**src/rtl/cpu_pkg.sv**
```systemverilog
// Shared definitions for the CPU sequencer: opcodes, condition codes,
// FSM state encoding and instruction field positions.
package cpu_pkg;

  localparam logic [3:0] OP_LDR  = 4'b1100;
  localparam logic [3:0] OP_STR  = 4'b1101;
  localparam logic [3:0] OP_B    = 4'b1110;
  localparam logic [3:0] OP_HALT = 4'b1111;

  localparam logic [3:0] COND_EQ = 4'b0000;
  localparam logic [3:0] COND_NE = 4'b0001;
  localparam logic [3:0] COND_CS = 4'b0010;
  localparam logic [3:0] COND_CC = 4'b0011;
  localparam logic [3:0] COND_MI = 4'b0100;
  localparam logic [3:0] COND_PL = 4'b0101;
  localparam logic [3:0] COND_VS = 4'b0110;
  localparam logic [3:0] COND_VC = 4'b0111;
  localparam logic [3:0] COND_HI = 4'b1000;
  localparam logic [3:0] COND_LS = 4'b1001;
  localparam logic [3:0] COND_GE = 4'b1010;
  localparam logic [3:0] COND_LT = 4'b1011;
  localparam logic [3:0] COND_GT = 4'b1100;
  localparam logic [3:0] COND_LE = 4'b1101;
  localparam logic [3:0] COND_AL = 4'b1110;
  localparam logic [3:0] COND_NV = 4'b1111;

  typedef enum logic [2:0] {
    ST_IDLE, ST_FETCH, ST_DECODE, ST_EXEC, ST_MEM, ST_WB, ST_HALT
  } state_t;

  localparam int COND_MSB = 31, COND_LSB = 28;
  localparam int OPC_MSB  = 27, OPC_LSB  = 24;
  localparam int S_BIT    = 23;
  localparam int DEST_MSB = 22, DEST_LSB = 19;
  localparam int SRC2_MSB = 18, SRC2_LSB = 15;
  localparam int SRC1_MSB = 14, SRC1_LSB = 11;
  localparam int SHR_MSB  = 10, SHR_LSB  = 6;
  localparam int MOV_MSB  = 18, MOV_LSB  = 3;

  function automatic logic is_alu(input logic [3:0] opc);
    return !(opc == OP_LDR || opc == OP_STR || opc == OP_B || opc == OP_HALT);
  endfunction

endpackage

```
**src/rtl/cond_eval.sv**
```systemverilog
// ARM-style condition check of an instruction's cond field against {N,Z,C,V}.
module cond_eval
  import cpu_pkg::*;
(
  input  logic [3:0] cond,
  input  logic [3:0] flag,
  output logic       pass
);
  logic n, z, c, v;
  assign {n, z, c, v} = flag;

  always_comb begin
    pass = 1'b0;
    case (cond)
      COND_EQ: pass = z;
      COND_NE: pass = !z;
      COND_CS: pass = c;
      COND_CC: pass = !c;
      COND_MI: pass = n;
      COND_PL: pass = !n;
      COND_VS: pass = v;
      COND_VC: pass = !v;
      COND_HI: pass = c && !z;
      COND_LS: pass = !c || z;
      COND_GE: pass = (n == v);
      COND_LT: pass = (n != v);
      COND_GT: pass = !z && (n == v);
      COND_LE: pass = z || (n != v);
      COND_AL: pass = 1'b1;
      default: pass = 1'b0;
    endcase
  end
endmodule

```
**src/rtl/cpu_sequencer.sv**
```systemverilog
// Multi-cycle instruction sequencer: fetch, conditional decode, execute,
// optional memory access and register write-back.
module cpu_sequencer
  import cpu_pkg::*;
#(
  parameter int              PC_W     = 8,
  parameter logic [PC_W-1:0] RESET_PC = 8'h00
) (
  input  logic            Clk,
  input  logic            Reset_n,
  input  logic            Start,
  input  logic [31:0]     Instr,
  input  logic            Mem_Ready,
  input  logic [15:0]     Mem_Addr,
  input  logic [3:0]      New_Flag,
  output logic            Ram_Enable,
  output logic            Ram_RW,
  output logic [15:0]     Ram_Address,
  output logic            Reg_We,
  output logic            Mem_Enable,
  output logic [3:0]      Flag,
  output logic [PC_W-1:0] PC,
  output logic [31:0]     IR,
  output logic            Busy,
  output logic            Halted
);
  state_t     state;
  logic [3:0] opc;
  logic       pass;

  assign opc = IR[OPC_MSB:OPC_LSB];

  cond_eval u_cond (
    .cond (IR[COND_MSB:COND_LSB]),
    .flag (Flag),
    .pass (pass)
  );

  always_ff @(posedge Clk or negedge Reset_n) begin
    if (!Reset_n) begin
      state <= ST_IDLE;
      PC    <= RESET_PC;
      IR    <= '0;
      Flag  <= '0;
    end else begin
      case (state)
        ST_IDLE:  if (Start) state <= ST_FETCH;
        ST_FETCH: if (Mem_Ready) begin
          IR    <= Instr;
          state <= ST_DECODE;
        end
        ST_DECODE: if (pass) state <= ST_EXEC;
        else begin
          PC    <= PC + PC_W'(1);
          state <= ST_FETCH;
        end
        ST_EXEC: begin
          case (opc)
            OP_LDR, OP_STR: state <= ST_MEM;
            OP_B: begin
              PC    <= IR[MOV_LSB +: PC_W];
              state <= ST_FETCH;
            end
            OP_HALT: state <= ST_HALT;
            default: begin
              if (IR[S_BIT]) Flag <= New_Flag;
              PC    <= PC + PC_W'(1);
              state <= ST_FETCH;
            end
          endcase
        end
        ST_MEM: if (Mem_Ready) begin
          if (opc == OP_LDR) state <= ST_WB;
          else begin
            PC    <= PC + PC_W'(1);
            state <= ST_FETCH;
          end
        end
        ST_WB: begin
          PC    <= PC + PC_W'(1);
          state <= ST_FETCH;
        end
        default: state <= ST_HALT;
      endcase
    end
  end

  // Strobes decode from state (and IR) only, so the async reset clears them at once.
  always_comb begin
    Ram_Enable  = (state == ST_FETCH) || (state == ST_MEM);
    Ram_RW      = (state == ST_FETCH) || (state == ST_MEM && opc == OP_LDR);
    Ram_Address = '0;
    if (state == ST_FETCH)    Ram_Address = 16'(PC);
    else if (state == ST_MEM) Ram_Address = Mem_Addr;
    Reg_We      = (state == ST_EXEC && is_alu(opc)) || (state == ST_WB);
    Mem_Enable  = (state == ST_MEM);
    Busy        = (state != ST_IDLE) && (state != ST_HALT);
    Halted      = (state == ST_HALT);
  end
endmodule
```
**config.mk**
```make
export PLATFORM = sky130hd
export DESIGN_NAME = cpu_sequencer
export DESIGN_NICKNAME = d
export VERILOG_FILES = /design/src/rtl/cpu_pkg.sv /design/src/rtl/cond_eval.sv /design/src/rtl/cpu_sequencer.sv
export SDC_FILE = /design/constraint.sdc
export NUM_CORES = 1
export LEC_CHECK = 0
export ABC_AREA = 1
export ABC_CLOCK_PERIOD_IN_PS = 3700
export CORE_MARGIN = 4
export CORE_UTILIZATION = 45
export CTS_CLUSTER_DIAMETER = 100
export DETAILED_ROUTE_END_ITERATION = 6
export MAX_ROUTING_LAYER = met4
export PLACE_DENSITY = 0.85
export REMOVE_ABC_BUFFERS = 1
export SLEW_MARGIN = 10
export SYNTH_ARGS = -nofsm -noshare
export SYNTH_HDL_FRONTEND = slang
export SYNTH_HIERARCHICAL = 1
export SYNTH_SLANG_ARGS = --single-unit
export TNS_END_PERCENT = 30
```
**constraint.sdc**
```tcl
create_clock -name Clk -period 3.7 [get_ports Clk]
set_input_delay 0.74 -clock Clk [delete_from_list [all_inputs] [get_ports Clk]]
set_output_delay 0.74 -clock Clk [all_outputs]
set_load 0.05 [all_outputs]
```
# Yosys cells after proc, flatten, opt, wreduce, memory -nomap -nowiden
# Cells that the tools add are included.
# word_totals
out_inout_bits,66
in_bits,56
elab_cells,83
ff_bits,47
# op_classes
add_sub_neg,1
mux,15
bitwise_logic,1
n_reduce_logical,29
n_eq_ne,33
# ops
operator,n
4-bit equality test (second input constant),11
16-bit two-way mux,2
8-bit one-hot mux with 4 select lines,1
8-bit two-way mux,3
3-bit one-hot mux with 6 select lines,1
4-bit by 3-bit equality test with 1-bit output (second input constant),4
8-bit one-hot mux with 2 select lines,1
1-bit one-hot mux with 15 select lines,1
3-bit two-way mux,4
2-bit != test (second input constant),6
3-bit equality test (second input constant),3
8-bit by 1-bit adder with 8-bit output (second input constant),1
4-bit by 2-bit equality test with 1-bit output (second input constant),2
1-bit logical OR,8
3-bit by 2-bit equality test with 1-bit output (second input constant),2
3-bit one-hot mux with 2 select lines,1
3-bit AND reduction,2
1-bit logical AND,5
1-bit logical NOT,5
5-bit AND reduction,1
4-bit by 1-bit equality test with 1-bit output (second input constant),1
4-bit logical NOT,1
4-bit nonzero test,1
4-bit OR reduction,1
11 further kinds,11

# Longest topological paths before layout
# logic_depth
word_depth,7
depth_mapped,18
mapped_depth_nobuf,17

# Cells and area by module
# Netlist, hierarchy kept.
# by_module_without_submodules
module,area_per_inst_um2,cells_each,seq_area_each_um2,n_inst
cpu_sequencer,2513.7,325,1176.1,1
cond_eval,229.0,55,0.0,1

# Worst setup path before layout
# No wires, ideal clock.
# synth_timing
path_kind,reg2out
from,reg state[1]
to,out Busy
required_ns,2.960
t_arrival_ns,2.213
path_slack_ns,0.747
path_buffers,0
path_stages_with_launch,4
path_cell_list,dfrtp_1 -> inv_1 -> nor3_1 -> a21oi_1
# synth_via
elab_chain_cells,2
word_cells_on_any_way,3
classes_between,eq/ne (1); reduce/logical (2)
# synth_rtl
element,line_no,rtl
start: declaration,cpu_sequencer.sv:27,state_t state;
start signal: assignment,cpu_sequencer.sv:41,state <= ST_IDLE;
start signal: assignment,cpu_sequencer.sv:47,ST_IDLE: if (Start) state <= ST_FETCH;
start signal: assignment,cpu_sequencer.sv:50,state <= ST_DECODE;
3-bit != test / 3-bit nonzero test (equally long branches),cpu_sequencer.sv:97,Busy = (state != ST_IDLE) && (state != ST_HALT);
1-bit logical AND (*),cpu_sequencer.sv:97,
end: declaration,cpu_sequencer.sv:24,"output logic Busy,"
# Mark *: on every way between the ends. The rest lies on a longest branch, timed or not.

# Final worst setup path
# layout_timing
from,reg state[2]
to,out Reg_We
# layout_via
elab_chain_cells,3
word_cells_on_any_way,4
classes_between,eq/ne (2); reduce/logical (2)
# layout_rtl
element,line_no,rtl
3-bit by 2-bit equality test with 1-bit output,cpu_sequencer.sv:95,Reg_We = (state == ST_EXEC && is_alu(opc)) || (state == ST_WB);
1-bit logical AND,cpu_sequencer.sv:95,
1-bit logical OR (*),cpu_sequencer.sv:95,
end: declaration,cpu_sequencer.sv:19,"output logic Reg_We,"
# Marked as above.

==> flow_summary_export.csv <==
group,metric,value,unit
worst_setup_path,crit_top_cell,"nand2_1",
clocking,post_cts_buffers,0,
clocking,clkSinkCount,47,
finish,num-nets-final,554,
flow_run,maxCapViolations,0,
placed_design,placed_cell_area,3970,sq um
clocking,root_buffer,"clkbuf_8",
clocking,cts_hold_buf,0,
grt,antenna_found_initial,0,
clocking,cts_buffers,5,
synth,ys_seq_elements,47,
worst_setup_path,start_kind,"register",
detailed_routing,drc,0,
worst_setup_path,crit_family,"buffers and inverters",
worst_setup_path,path_cells,"inv_2 -> nand2_2 -> nor2_2 -> nand2_1 -> nand2_1 -> clkdlybuf4s50_1",
placed_design,place.gp.congestion,0.924,
synth,netlist_area,2740,sq um
sta,timing.fmax,0.315,GHz
placed_design,port_buffers,121,
detailed_routing,drt_iter0_markers,147,
pwr,p_leak,0.00200,uW
detailed_routing,drtAntennaViolNets,0,
finish,final_common_cell,"clkdlybuf4s50_1",
worst_setup_path,arrival,2.43,ns
sta,finalHoldViolations,0,
pwr,ir_worst_vdd,0.657,mV
worst_setup_path,cp_max_fo,13,
detailed_routing,post_drt_wl_per_cell,13.4,um
grt,grt_overflow,0,
finish,final_cell_mix,"120 x clkdlybuf4s50_1, 116 x nand2_1, 47 x dfrtp_1",
grt,grt_max_degree,48,
clocking,h-tree-depth,2,
clocking,cts_tree,"done",
worst_setup_path,cp_slowest_stage_delay,0.80,ns
clocking,clk_pin_slew,0.10,ns
floorplan,core-area,5920,sq um
placed_design,dp_hpwl,5910,um
finish,fillers,519,
sta,slew_headroom,30.5,%
sta,period_share,85.7,%
clocking,insertion_delay,0.30,ns
floorplan,initial_utilization,46.3,%
grt,grt_pass1_wl,12500,um
pwr,p_per_area,956,nW/um^2
min_path,hold_path_class,"reg2reg",
sta,rsz0062_at_grt,"no",
sta,finalClockSkew,0.00764,ns
floorplan,io_pins,122,
worst_setup_path,crit_type,"reg2out",
floorplan,rows,28,
sta,min_period,3.17,ns
detailed_routing,dr.pass1.iters,4,
finish,drive_gt1_share,9.04,%
run_status,status,"finished, final reports clean",
synth,yosys_warnings,6,
sta,tightest_slew,1.04,ns
clocking,cts_resized,0,
detailed_routing,vias_per_cell,5.02,
worst_setup_path,cp.required,2.96,ns
floorplan,die-area,7410,sq um
grt,track_usage,21.6,%
detailed_routing,wirelength,7690,um
synth,yosysSeqAreaShare,42.9,%
finish,fin_area,4070,sq um
worst_setup_path,critPathCaptureType,"output port",
floorplan,die_x,86.1,um
floorplan,die_h,86.1,um
synth,ys_types,27,
finish,num_antenna_cells,0,
sta,finalSetupViolCount,0,
grt,grt_pass1_vias,2738,
clocking,clock_path_buffers,2,
worst_setup_path,worst_path_max_delay_cell,"clkdlybuf4s50_1",
synth,avgSynthCellArea,7.22,sq um
worst_setup_path,crit_buf_inv,2,
sta,drv_slew,0,
sta,fin_tns_setup,0,ns
finish,syn2layout_area_growth,48.3,%
synth,synthCells,380,
detailed_routing,via_count,2875,
[worst reg2reg max path: stages (launching register included)]
cell	delay [ns]
dfrtp_1	0.47
nand2_1	0.13
clkinv_1	0.09
nand3_1	0.12
nand2_1	0.06
nand2_1	0.06
nand2_1	0.04
nor2_1	0.08
nand2_1	0.05
inv_1	0.05
nor2_1	0.03
nand2_1	0.09
nand2_1	0.06
inv_1	0.06
nand2_1	0.06
nor2_2	0.47
nand2_1	0.10
o21ai_1	0.10
[sequential cells by signal, summed over array words and instances, names as in the netlist]
| signal | cells |
|---|---|
| IR | 32 |
| Flag | 4 |
| state | 3 |
| PC | 8 |
[metal layers]
metal / vias to the layer above / global-route usage (%) / routed length (um)
met1: 1335 / 26.8 / 3310
met4: 0 / 3.88 / 29
met2: 97 / 37.2 / 3860
met5: - / - / 0
li1: 1439 / - / -
met3: 4 / 3.75 / 496
[synth_stat cells, drive strengths merged]
cell,n,area (sq um)
xnor2,1,8.76
nand3,52,290
clkinv,3,11.3
nor3,3,15.0
inv,45,171
ha,1,12.5
nand4,13,81.3
nand2,133,552
xor2,2,17.5
nor2,35,146
a21oi,13,65.1
o21ai,17,92.6
dfrtp,47,1180
buf,10,75.1
nand3b,1,7.51
clkbuf,3,11.3
a22o,1,8.76
[where the power goes]
| part | total [uW] | internal (uW) | switching (uW) |
|---|---|---|---|
| combinational | 2550 | 809 | 1740 |
| clock | 329 | 139 | 190 |
| sequential | 1000 | 751 | 252 |
| total | 3890 | 1700 | 2190 |
[layout make-up]
type	instances	area [sq um]	area share, %
clock inverter	3	26.3	0.646
sequential	47	1180	28.9
timing repair buffer	123	1220	30.0
multi-input combinational	272	1300	31.9
inverter	48	183	4.49
tap	75	93.8	2.31
clock buffer	5	68.8	1.69
[path summary, 6_finish.rpt]
path / from / endpoint / slack, ns / cells past startpoint
setup / recovery: state[2] / Reg_We / 0.53 / 6
hold / removal: IR[14] / IR[14] / 0.48 / 2
setup reg to reg: IR[31] / PC[0] / 1.53 / 17
hold reg to reg: IR[14] / IR[14] / 0.48 / 2
max in group asynchronous: Reset_n / IR[30] / 2.45 / 1
min in group asynchronous: Reset_n / PC[7] / 0.61 / 1
[cell families after synthesis]
kind of cell / count (synthesis) / synth area share (%)
buffers and inverters: 61 / 9.81
DFF: 47 / 42.9
and+or+nand+nor: 237 / 39.8
xor gates and xnor gates: 3 / 0.958
AOI/OAI and AO/OA: 31 / 6.07
adders and majority gates: 1 / 0.456
[per-stage QoR]
| step | util [%] | power, uW | std cells | hold slack (ns) | setup WS, ns |
|---|---|---|---|---|---|
| 2_1_floorplan | - | 2700 | 367 | 0.444 | 0.747 |
| 3_3_place_gp | 67.1 | 3520 | 565 | 0.463 | 0.812 |
| 3_5_place_dp | 67.1 | 3570 | 565 | 0.458 | 0.755 |
| 4_1_cts | 68.7 | 3910 | 573 | 0.482 | 0.573 |
| 5_1_grt | 68.7 | 4130 | 573 | 0.508 | 0.407 |
| 6_report | 68.7 | 3890 | 573 | 0.476 | 0.528 |
Power figures use the tool's default switching activity.
